File: config.mk
export PLATFORM = sky130hd
export DESIGN_NAME = reg_load_arbiter
export DESIGN_NICKNAME = d
export VERILOG_FILES = /design/src/rtl/reg_arb_pkg.sv /design/src/rtl/rr_pick.sv /design/src/rtl/reg_load_arbiter.sv
export SDC_FILE = /design/constraint.sdc
export NUM_CORES = 1
export LEC_CHECK = 0
export CORE_UTILIZATION = 39
export DETAILED_ROUTE_END_ITERATION = 8
export PLACE_DENSITY = 0.78
export SYNTH_ARGS = -nofsm -noshare
export SYNTH_HDL_FRONTEND = slang
export SYNTH_SLANG_ARGS = --single-unit
File: constraint.sdc
create_clock -name clk -period 2.8 [get_ports clk]
set_clock_uncertainty 0.1 [all_clocks]
set_input_delay 0.56 -clock clk [delete_from_list [all_inputs] [get_ports clk]]
set_output_delay 0.56 -clock clk [all_outputs]
set_load 0.02 [all_outputs]
File: src/rtl/reg_arb_pkg.sv
// ============================================================================
// Module : reg_arb_pkg
// Desc   : Shared types, constants and helpers for reg_load_arbiter.
// Rev    : 1.0 - initial release
// ============================================================================
`default_nettype none

package reg_arb_pkg;

    localparam int MAX_N_REQ = 8;
    localparam int IDX_W     = 3;

    typedef enum logic [2:0] {
        ST_IDLE = 3'b001,
        ST_LOAD = 3'b010,
        ST_ACK  = 3'b100
    } state_t;

    function automatic logic [MAX_N_REQ-1:0] idx_to_onehot(input logic [IDX_W-1:0] idx);
        logic [MAX_N_REQ-1:0] oh;
        oh      = '0;
        oh[idx] = 1'b1;
        return oh;
    endfunction

endpackage

`default_nettype wire

File: src/rtl/rr_pick.sv
// ============================================================================
// Module : rr_pick
// Desc   : Combinational round-robin picker; search starts at ptr and wraps.
// Rev    : 1.0 - initial release
// ============================================================================
`default_nettype none

module rr_pick
    import reg_arb_pkg::*;
#(
    parameter int N_REQ = 4,
    parameter int PTR_W = $clog2(N_REQ)
) (
    input  logic [N_REQ-1:0] req,
    input  logic [PTR_W-1:0] ptr,
    output logic [N_REQ-1:0] gnt,
    output logic [PTR_W-1:0] idx,
    output logic             any
);

    int               w_c;
    logic [PTR_W-1:0] w_cand;

    always_comb begin
        w_c    = 0;
        w_cand = '0;
        any    = 1'b0;
        idx    = '0;
        for (int k = 0; k < N_REQ; k++) begin
            w_c = int'(ptr) + k;
            if (w_c >= N_REQ) begin
                w_c = w_c - N_REQ;
            end
            w_cand = PTR_W'(w_c);
            if (!any && req[w_cand]) begin
                any = 1'b1;
                idx = w_cand;
            end
        end
        gnt = any ? N_REQ'(idx_to_onehot(IDX_W'(idx))) : '0;
    end

endmodule

`default_nettype wire

File: src/rtl/reg_load_arbiter.sv
// ============================================================================
// Module : reg_load_arbiter
// Desc   : Round-robin req/ack arbiter steering one winner onto a shared
//          load-enabled register bank. Define ARB_LOCK_EN for bus-hold.
// Rev    : 1.0 - initial release
// ============================================================================
`default_nettype none

module reg_load_arbiter
    import reg_arb_pkg::*;
#(
    parameter int N_REQ = 4,
    parameter int WIDTH = 8
) (
    input  logic                   clk,
    input  logic                   reset,
    input  logic [N_REQ-1:0]       req,
    input  logic [N_REQ-1:0]       lock,
    input  logic [N_REQ*WIDTH-1:0] wdata,
    input  logic [WIDTH-1:0]       reg_q,
    output logic [N_REQ-1:0]       gnt,
    output logic [N_REQ-1:0]       ack,
    output logic [WIDTH-1:0]       reg_d,
    output logic                   reg_ld,
    output logic                   busy,
    output logic [WIDTH-1:0]       rdata
);

    localparam int PTR_W = $clog2(N_REQ);

    state_t           r_state;
    state_t           w_next;
    logic [N_REQ-1:0] r_gnt;
    logic [N_REQ-1:0] w_pick_gnt;
    logic [PTR_W-1:0] r_idx;
    logic [PTR_W-1:0] r_ptr;
    logic [PTR_W-1:0] w_pick_idx;
    logic [PTR_W-1:0] w_ptr_next;
    logic             w_pick_any;
    logic             w_relock;
    logic [WIDTH-1:0] r_reg_d;
    logic [WIDTH-1:0] r_rdata;
    logic [WIDTH-1:0] w_wd [N_REQ];

    generate
        for (genvar gi = 0; gi < N_REQ; gi++) begin : g_unpack
            assign w_wd[gi] = wdata[gi*WIDTH +: WIDTH];
        end
    endgenerate

    rr_pick #(
        .N_REQ (N_REQ),
        .PTR_W (PTR_W)
    ) u_pick (
        .req (req),
        .ptr (r_ptr),
        .gnt (w_pick_gnt),
        .idx (w_pick_idx),
        .any (w_pick_any)
    );

`ifdef ARB_LOCK_EN
    assign w_relock = lock[r_idx] & req[r_idx];
`else
    logic w_unused_lock;
    assign w_unused_lock = ^lock;
    assign w_relock      = 1'b0;
`endif

    assign w_ptr_next = (r_idx == PTR_W'(N_REQ - 1)) ? '0 : r_idx + PTR_W'(1);

    always_ff @(posedge clk or posedge reset) begin
        if (reset) begin
            r_state <= ST_IDLE;
        end else begin
            r_state <= w_next;
        end
    end

    always_comb begin
        w_next = r_state;
        case (r_state)
            ST_IDLE: if (w_pick_any) w_next = ST_LOAD;
            ST_LOAD: w_next = ST_ACK;
            ST_ACK:  w_next = w_relock ? ST_LOAD : ST_IDLE;
            default: w_next = ST_IDLE;
        endcase
    end

    // Grant and data are latched with the decision so they stay stable while the bank loads.
    always_ff @(posedge clk or posedge reset) begin
        if (reset) begin
            r_gnt   <= '0;
            r_idx   <= '0;
            r_ptr   <= '0;
            r_reg_d <= '0;
            r_rdata <= '0;
        end else begin
            case (r_state)
                ST_IDLE: begin
                    if (w_pick_any) begin
                        r_gnt   <= w_pick_gnt;
                        r_idx   <= w_pick_idx;
                        r_reg_d <= w_wd[w_pick_idx];
                    end
                end
                ST_ACK: begin
                    r_rdata <= reg_q;
                    if (w_relock) begin
                        r_reg_d <= w_wd[r_idx];
                    end else begin
                        r_gnt <= '0;
                        r_ptr <= w_ptr_next;
                    end
                end
                default: ;
            endcase
        end
    end

    assign gnt    = r_gnt;
    assign ack    = (r_state == ST_ACK) ? r_gnt : '0;
    assign reg_d  = r_reg_d;
    assign reg_ld = (r_state == ST_LOAD);
    assign busy   = (r_state != ST_IDLE);
    assign rdata  = r_rdata;

endmodule

`default_nettype wire

==> impl_metrics.csv, run 1 <==
group,metric,value,unit
run_status,status,"completed",
routing,ant_nets,0,
global_routing,grtUsageTotal,0.210,
setup_path,crit_chain,"or3b_4, clkdlybuf4s50_1",
global_routing,grt_first_pass_wirelength,6.36,mm
logic_synthesis,synthArstFlopShare,1.00,
sta,drv_slew,0,
die,die_h,62.3,um
finish,final_cells,262,
clock_network,clk_pin_slew,140,ps
finish,diodes,0,
die,die_w,62.3,um
worst_hold_path,hold_path_class,"flip-flop to flip-flop",
setup_path,crit_path_max_fanout,4,
placement,port_buffers,71,
power,leakage,0.943,nW
clock_network,post-cts-setup-buffers,0,
placement,dp.cells,258,
routing,wl_per_cell,14.1,um
logic_synthesis,synth_edf_count,0,
die,core_area,3420,sq um
clock_network,cts-root-buf,"clkbuf_4",
worst_hold_path,hp-start,"rdata[0]",
logic_synthesis,synth_compound_area_frac,0.221,
setup_path,critPathArrivalTime,1850,ps
logic_synthesis,syn-instance-count,143,
placement,gp_congestion,0.789,
logic_synthesis,synth-main-ff-cell,"dfrtp_1",
clock_network,clockBufferDepth,2,
setup_path,startpoint_type,"flip-flop",
routing,drt_wl_total,3.69,mm
logic_synthesis,ys_seq_area_frac,0.477,
logic_synthesis,synth.avg_cell_area,9.92,sq um
placement,post_dp_cell_area,2180,sq um
sta,setup_slack,290,ps
setup_path,r2r_end,"reg_d[7]",
finish,area_delta_synth_final,55.3,%
sta,fmax,0.398,GHz
logic_synthesis,synth_top_area_frac,0.459,
setup_path,r2r_cells,6,
run,maxCapViolations,0,
power,p_total,2.07,mW
routing,viasPerCell,5.13,
logic_synthesis,synth_area_leaders,"dfrtp_1 (46%), nand2_1 (8.7%), mux2i_1 (5.6%)",
logic_synthesis,synth-xor-area-share,0,
worst_hold_path,whs_path_depth,2,
sta,slew_headroom,0.545,
setup_path,slowest_stage,"dfstp_2",
placement,dp_slack,112,ps
logic_synthesis,yosys.area.top_type,"dfrtp_1",
clock_network,holdBufCountCts,0,
sta,finalWorstPathRequiredPeriod,2510,ps
finish,drive_above_1_share,0.0972,
die,die_area,3880,sq um
die,initial_core_util,0.415,
setup_path,reg2reg_from,"r_state[0]",
logic_synthesis,syn_area,1420,sq um
logic_synthesis,synth_top_family_by_area,"compound AO/OA/AOI/OAI gates",
clock_network,clock_latency,330,ps
sta,finalCritPeriodShare,0.897,
routing,dr.pass1.iters,4,
setup_path,worst-r2r-setup-slack,520,ps
global_routing,grt_max_degree,19,
power,cellPowerDensity,938,nW/um^2
die,row_count,21,
routing,drc_errors,0,
sta,setup_tns,0,ps
clock_network,htreeDepth,1,
logic_synthesis,synth.area.mux_share,0.0644,
worst_hold_path,worstHoldEndpoint,"rdata[0]",
logic_synthesis,synthSimpleGateAreaFrac,0.186,
setup_path,required,2140,ps
die,io_pins,76,
sta,tightest_slew,682,ps
global_routing,grt_pass1_vias,1453,
logic_synthesis,yosys_warnings,0,
clock_network,cts_sinks,27,
clock_network,cts-buffers-inserted,3,
logic_synthesis,synthesis.nets,194,
setup_path,worstSetupEndpointType,"output pin",
routing,first_iter_violations,25,
logic_synthesis,synth_fa_ha_area_frac,0.00882,
logic_synthesis,synth_seq_cells,27,
finish,stdcell_area,2200,sq um
global_routing,antenna_found_initial,0,
finish,layout.nets,268,
clock_network,cts_resized,0,
sta,hold_violations,0,
power,ir_drop,0.443,mV
sta,setup_viol,0,
placement,dpl.hpwl,2.94,mm
setup_path,path_class,"flip-flop to output pin",
routing,via_count,1344,
sta,rsz0062_at_grt,"no",
global_routing,grt.overflow.total,0,
clock_network,cts_tree,"done",
logic_synthesis,synth_cell_types,32,
setup_path,max_stage_delay,580,ps
## stage by stage
step                      utilization  hold slack [ps]
after global routing            0.645              423
after detailed placement        0.637              365
after floorplan                     -              349
final                           0.645              397
after CTS                       0.645              399
after global placement          0.637              357
## report_power, final
| group | internal [mW] | switching, mW | leakage [nW] |
|---|---|---|---|
| clock | 0.0560 | 0.114 | 0.0150 |
| sequential | 0.579 | 0.123 | 0.325 |
| combinational | 0.558 | 0.635 | 0.603 |
| total | 1.19 | 0.872 | 0.943 |
## cells in the mapped netlist (2+ instances only)
| library cell | number |
|---|---|
| a21boi_0 | 9 |
| clkbuf_1 | 2 |
| and2_1 | 2 |
| dfrtp_1 | 26 |
| mux2i_1 | 8 |
| buf_6 | 2 |
| and3_1 | 4 |
| a211oi_1 | 10 |
| inv_1 | 2 |
| nor2_1 | 11 |
| nor3b_1 | 2 |
| o21ai_0 | 4 |
| nand2_1 | 33 |
| a211oi_2 | 6 |
| nand3_1 | 2 |
| a21oi_1 | 2 |
| a32o_1 | 2 |
| buf_2 | 2 |
## flip-flops by register name, summed over array words and instances, names as in the netlist
register and cells:
r_idx 2, reg_d 8, rdata 8, r_ptr 2, gnt 4, r_state 3
## cell type report
cell class	instances	area, sq um
Fill cell	278	1210
Timing Repair Buffer	76	748
Multi-Input combinational cell	106	682
Sequential cell	27	677
Tap cell	46	57.6
Clock buffer	4	26.3
Inverter	3	12.5
## critical path, delay by kind of cell (launching register included)
| kind | cells | cell delay [ps] |
|---|---|---|
| flops | 1 | 580 |
| simple gates | 1 | 380 |
| buf+inv | 1 | 560 |
## cell families after synthesis
kind of cell / count (synthesis)
adders and majority gates: 1
and+or+nand+nor: 59
DFF: 27
AOI/OAI and AO/OA: 37
buffers and inverters: 10
muxes: 9
## per-layer routing
metal	wire, um	track usage
met5	0	0
met3	268	0.0460
met2	1800	0.378
met4	91	0.102
met1	1540	0.231
## worst max-delay path by stage
| stage | startpoint | end | slack [ps] | cells after the start |
|---|---|---|---|---|
| 4_1_cts | r_state[0] | busy | 270 | 2 |
| 5_1_grt | r_state[1] | ack[3] | 200 | 3 |
| 6_report | r_state[0] | busy | 290 | 2 |
| 3_5_place_dp | req[1] | reg_d[0] | 110 | 6 |
| 3_3_place_gp | req[2] | reg_d[7] | 230 | 6 |
| 2_1_floorplan | r_state[0] | reg_d[1] | 720 | 8 |
## layout by cell type, fill, tap and decap left out, drive strengths merged, types with 2 or more instances in the layout
cell and n:
inv 2, a211oi 16, and3 4, nor2 12
a32o 2, and2 2, nand2 33, a21oi 2
clkbuf 4, nor3b 2, buf 5, mux2i 8
dfrtp 26, clkdlybuf4s50 71, nand3 2, a21boi 9
o21ai 4
(Power assumes the default switching activity.)
==> run 2: changes to the inputs <==
--- a/config.mk
+++ b/config.mk
@@ -7,7 +7,7 @@
 export LEC_CHECK = 0
 export CORE_UTILIZATION = 39
 export DETAILED_ROUTE_END_ITERATION = 8
-export PLACE_DENSITY = 0.78
+export PLACE_DENSITY = 0.8
 export SYNTH_ARGS = -nofsm -noshare
 export SYNTH_HDL_FRONTEND = slang
 export SYNTH_SLANG_ARGS = --single-unit
==> impl_metrics.csv, run 2 (same netlist as run 1, synthesis figures left out) <==
group,metric,value,unit
run_status,status,"completed",
sta,setup_tns,0,ps
finish,diodes,0,
clock_network,clock_latency,320,ps
routing,first_iter_violations,61,
clock_network,clk_pin_slew,140,ps
run,maxCapViolations,0,
clock_network,cts_sinks,27,
setup_path,startpoint_type,"flip-flop",
finish,area_delta_synth_final,54.8,%
setup_path,critPathArrivalTime,1830,ps
power,switching_share,0.420,
routing,drc_errors,0,
clock_network,cts_tree,"done",
sta,finalCritPeriodShare,0.888,
routing,top_layer,"met4",
setup_path,crit_chain,"or3b_4, clkdlybuf4s50_1",
setup_path,max_stage_delay,580,ps
power,ir_drop,0.449,mV
sta,fmax,0.402,GHz
clock_network,clockBufferDepth,2,
clock_network,cts-root-buf,"clkbuf_4",
setup_path,r2r_end,"reg_d[7]",
finish,layout.nets,267,
finish,drive_above_1_share,0.0930,
setup_path,r2r_cells,6,
placement,port_buffers,71,
die,initial_core_util,0.415,
clock_network,post-cts-setup-buffers,0,
global_routing,grt_first_pass_wirelength,5.85,mm
sta,setup_viol,0,
sta,finalWorstPathRequiredPeriod,2490,ps
setup_path,worst-r2r-setup-slack,570,ps
die,core_area,3420,sq um
worst_hold_path,hold_path_class,"flip-flop to flip-flop",
clock_network,cts_resized,0,
setup_path,worstSetupPathDepth,2,
sta,hold_violations,0,
setup_path,slowest_stage,"dfstp_2",
power,seq_power_share,0.344,
routing,dr.pass1.iters,4,
clock_network,htreeDepth,1,
finish,fin_util,0.643,
die,die_h,62.3,um
power,leakage,0.938,nW
setup_path,crit_buf_inv,1,
sta,tightest_slew,599,ps
power,pwr-share-comb,0.574,
power,cellPowerDensity,930,nW/um^2
die,row_count,21,
routing,ant_nets,0,
sta,drv_slew,0,
routing,wl_per_cell,13.2,um
setup_path,critPathTopFamily,"flip-flops",
sta,rsz0062_at_grt,"no",
setup_path,worstSetupEndpointType,"output pin",
finish,final_cell_mix,"clkdlybuf4s50_1 (71), nand2_1 (33), dfrtp_1 (26)",
setup_path,endpoint,"busy",
die,io_pins,76,
placement,gp_congestion,0.770,
global_routing,grt_max_degree,28,
routing,drt_wl_total,3.46,mm
routing,wl_met1,1.58,mm
sta,slew_headroom,0.601,
setup_path,path_class,"flip-flop to output pin",
setup_path,cp-startpoint,"r_state[0]",
routing,wl_met2,1.59,mm
power,internal_power,1.19,mW
finish,mostFrequentLayoutCell,"clkdlybuf4s50_1",
setup_path,required,2140,ps
power,p_sw,0.857,mW
setup_path,reg2reg_from,"r_state[0]",
setup_path,crit_path_max_fanout,4,
routing,viasPerCell,5.05,
global_routing,grt.overflow.total,0,
global_routing,antenna_found_initial,0,
global_routing,grt_pass1_vias,1375,
power,p_total,2.04,mW
clock_network,holdBufCountCts,0,
clock_network,cts-buffers-inserted,3,
placement,dpl.hpwl,2.71,mm
routing,wl_met3,234,um
power,power_frac_clock,0.082,
die,die_w,62.3,um
die,die_area,3880,sq um
routing,via_count,1317,
global_routing,grtUsageTotal,0.188,
==> run 2: cell count changes in the layout (fill, tap and decap cells not counted) <==
cell | before | now
buf_4 | 5 | 4
==> run 2: final cells by class <==
type,count,area [sq um]
Fill cell,281,1220
Timing Repair Buffer,75,741
Multi-Input combinational cell,106,682
Sequential cell,27,677
Tap cell,46,57.6
Clock buffer,4,26.3
Inverter,3,12.5
==> run 2: worst min path at each step <==
stage / cells past startpoint / slack, ps / from / to
global placement: 2 / 360 / rdata[6] / rdata[6]
CTS: 2 / 400 / rdata[3] / rdata[3]
detailed placement: 2 / 360 / rdata[3] / rdata[3]
global route: 2 / 420 / rdata[3] / rdata[3]
floorplan: 2 / 350 / r_idx[1] / r_idx[1]
finish: 2 / 390 / rdata[3] / rdata[3]
==> run 2: per-layer routing <==
layer | up-vias | GRT usage
met4 | 0 | 0.0843
met2 | 62 | 0.309
met1 | 602 | 0.237
met3 | 4 | 0.0386
li1 | 649 | -
met5 | - | 0
==> run 2: stage by stage <==
| stage | hold WS (ps) | setup slack (ps) | area [sq um] | cells |
|---|---|---|---|---|
| 2_1_floorplan | 349 | 718 | 1420 | 143 |
| 3_3_place_gp | 357 | 226 | 2170 | 257 |
| 3_5_place_dp | 363 | 110 | 2170 | 257 |
| 4_1_cts | 396 | 303 | 2200 | 261 |
| 5_1_grt | 416 | 224 | 2200 | 261 |
| 6_report | 388 | 313 | 2200 | 261 |
==> run 2: power by group through the flow <==
stage / combinational, mW / sequential (mW) / clock, mW
after detailed placement: 1.18 / 0.708 / 0
after CTS: 1.18 / 0.702 / 0.170
final: 1.17 / 0.702 / 0.168
after floorplan: 0.564 / 0.852 / 0
after global routing: 1.27 / 0.728 / 0.186
after global placement: 1.16 / 0.699 / 0
==> run 2: worst min-delay path, delay by kind of cell (launching register included) <==
kind | cells | cell delay [ps]
flops | 1 | 360
simple gates | 2 | 110
==> run 3: changes to the inputs <==
--- a/config.mk
+++ b/config.mk
@@ -7,6 +7,7 @@
 export LEC_CHECK = 0
 export CORE_UTILIZATION = 39
 export DETAILED_ROUTE_END_ITERATION = 8
+export GPL_TIMING_DRIVEN = 0
 export PLACE_DENSITY = 0.8
 export SYNTH_ARGS = -nofsm -noshare
 export SYNTH_HDL_FRONTEND = slang
==> impl_metrics.csv, run 3 (same netlist as run 1, synthesis figures left out) <==
group,metric,value,unit
sta,drv_slew,0,
power,leakage,0.947,nW
routing,viasPerCell,5.18,
clock_network,clk_pin_slew,150,ps
finish,final_cell_mix,"clkdlybuf4s50_1 (71), nand2_1 (33), dfrtp_1 (26)",
routing,ant_nets,0,
die,core_area,3420,sq um
die,initial_core_util,0.415,
global_routing,grt.overflow.total,0,
sta,setup_viol,0,
finish,fill_cells,276,
placement,gp_congestion,0.771,
placement,dp.cells,260,
setup_path,startpoint_type,"flip-flop",
global_routing,grtUsageTotal,0.197,
finish,final_cells,264,
power,p_sw,0.885,mW
placement,port_buffers,71,
routing,drc_errors,0,
power,pwr-share-comb,0.582,
global_routing,antenna_found_initial,0,
clock_network,clock_latency,330,ps
worst_hold_path,hold_path_class,"flip-flop to flip-flop",
routing,wl_per_cell,13.6,um
clock_network,holdBufCountCts,0,
finish,mostFrequentLayoutCell,"clkdlybuf4s50_1",
global_routing,grt_first_pass_wirelength,6.01,mm
clock_network,cts_tree,"done",
clock_network,clockBufferDepth,2,
setup_path,path_class,"flip-flop to output pin",
placement,dpl.hpwl,2.80,mm
clock_network,cts-root-buf,"clkbuf_4",
setup_path,worstSetupEndpointType,"output pin",
sta,setup_tns,0,ps
power,cellPowerDensity,944,nW/um^2
routing,dr.pass1.iters,4,
run,maxCapViolations,0,
sta,finalWorstPathRequiredPeriod,2490,ps
power,power_frac_clock,0.082,
sta,finalCritPeriodShare,0.889,
sta,hold_violations,0,
sta,fmax,0.402,GHz
setup_path,required,2140,ps
setup_path,r2r_cells,8,
finish,drive_above_1_share,0.101,
routing,first_iter_violations,36,
die,io_pins,76,
clock_network,htreeDepth,1,
sta,setup_slack,312,ps
placement,dp_slack,118,ps
die,row_count,21,
power,seq_power_share,0.337,
power,switching_share,0.423,
sta,slew_headroom,0.329,
setup_path,critPathArrivalTime,1830,ps
sta,whs,397,ps
routing,via_count,1368,
die,die_w,62.3,um
power,p_total,2.09,mW
sta,tightest_slew,1000,ps
setup_path,crit_path_max_fanout,4,
finish,diodes,0,
global_routing,grt_pass1_vias,1356,
finish,layout.nets,270,
power,ir_drop,0.438,mV
finish,area_delta_synth_final,56.3,%
sta,rsz0062_at_grt,"no",
die,die_area,3880,sq um
clock_network,cts_sinks,27,
worst_hold_path,whs_path_depth,2,
run_status,status,"completed",
power,internal_power,1.21,mW
routing,drt_wl_total,3.59,mm
global_routing,grt_max_degree,28,
die,die_h,62.3,um
clock_network,post-cts-setup-buffers,0,
clock_network,cts-buffers-inserted,3,
clock_network,cts_resized,0,
## run 3: path summary, 6_finish.rpt
check	startpoint	to	slack (ps)
worst max-delay path	r_state[0]	busy	310
worst min-delay path	rdata[1]	rdata[1]	400
worst max register to register	r_state[0]	reg_d[2]	630
worst min register to register	rdata[1]	rdata[1]	400
max in group asynchronous	reset	reg_d[5]	1330
min in group asynchronous	reset	gnt[1]	660
## run 3: power groups by stage
| stage | Clock, mW | Combinational (mW) | Sequential, mW |
|---|---|---|---|
| after global routing | 0.194 | 1.32 | 0.732 |
| final | 0.172 | 1.22 | 0.704 |
| after global placement | 0 | 1.19 | 0.699 |
| after floorplan | 0 | 0.564 | 0.852 |
| after detailed placement | 0 | 1.22 | 0.713 |
| after CTS | 0.179 | 1.23 | 0.704 |
## run 3: metal layers
layer	global-route usage	vias to the layer above	part of all wire
li1	-	655	-
met1	0.221	634	0.42
met2	0.359	72	0.48
met3	0.0423	7	0.075
met4	0.0814	0	0.018
met5	0	-	0
## run 3: final cells by class
type / count / area, sq um / area share
buffer: 7 / 47.5 / 0.0214
clock buffer: 3 / 22.5 / 0.0102
clock inverter: 1 / 7.51 / 0.00339
inverter: 3 / 12.5 / 0.00564
multi-input combinational: 106 / 682 / 0.308
sequential: 27 / 677 / 0.305
tap: 46 / 57.6 / 0.0260
timing repair buffer: 71 / 711 / 0.321
## run 3: per-stage QoR
step | instance area, sq um | utilization
5_1_grt | 2220 | 0.649
2_1_floorplan | 1420 | -
3_3_place_gp | 2190 | 0.640
6_report | 2220 | 0.649
4_1_cts | 2220 | 0.649
3_5_place_dp | 2190 | 0.640
## run 3: critical path: stages, from the launching register on
cell and delay [ps]:
dfstp_2 580, or3b_4 390, clkdlybuf4s50_1 550
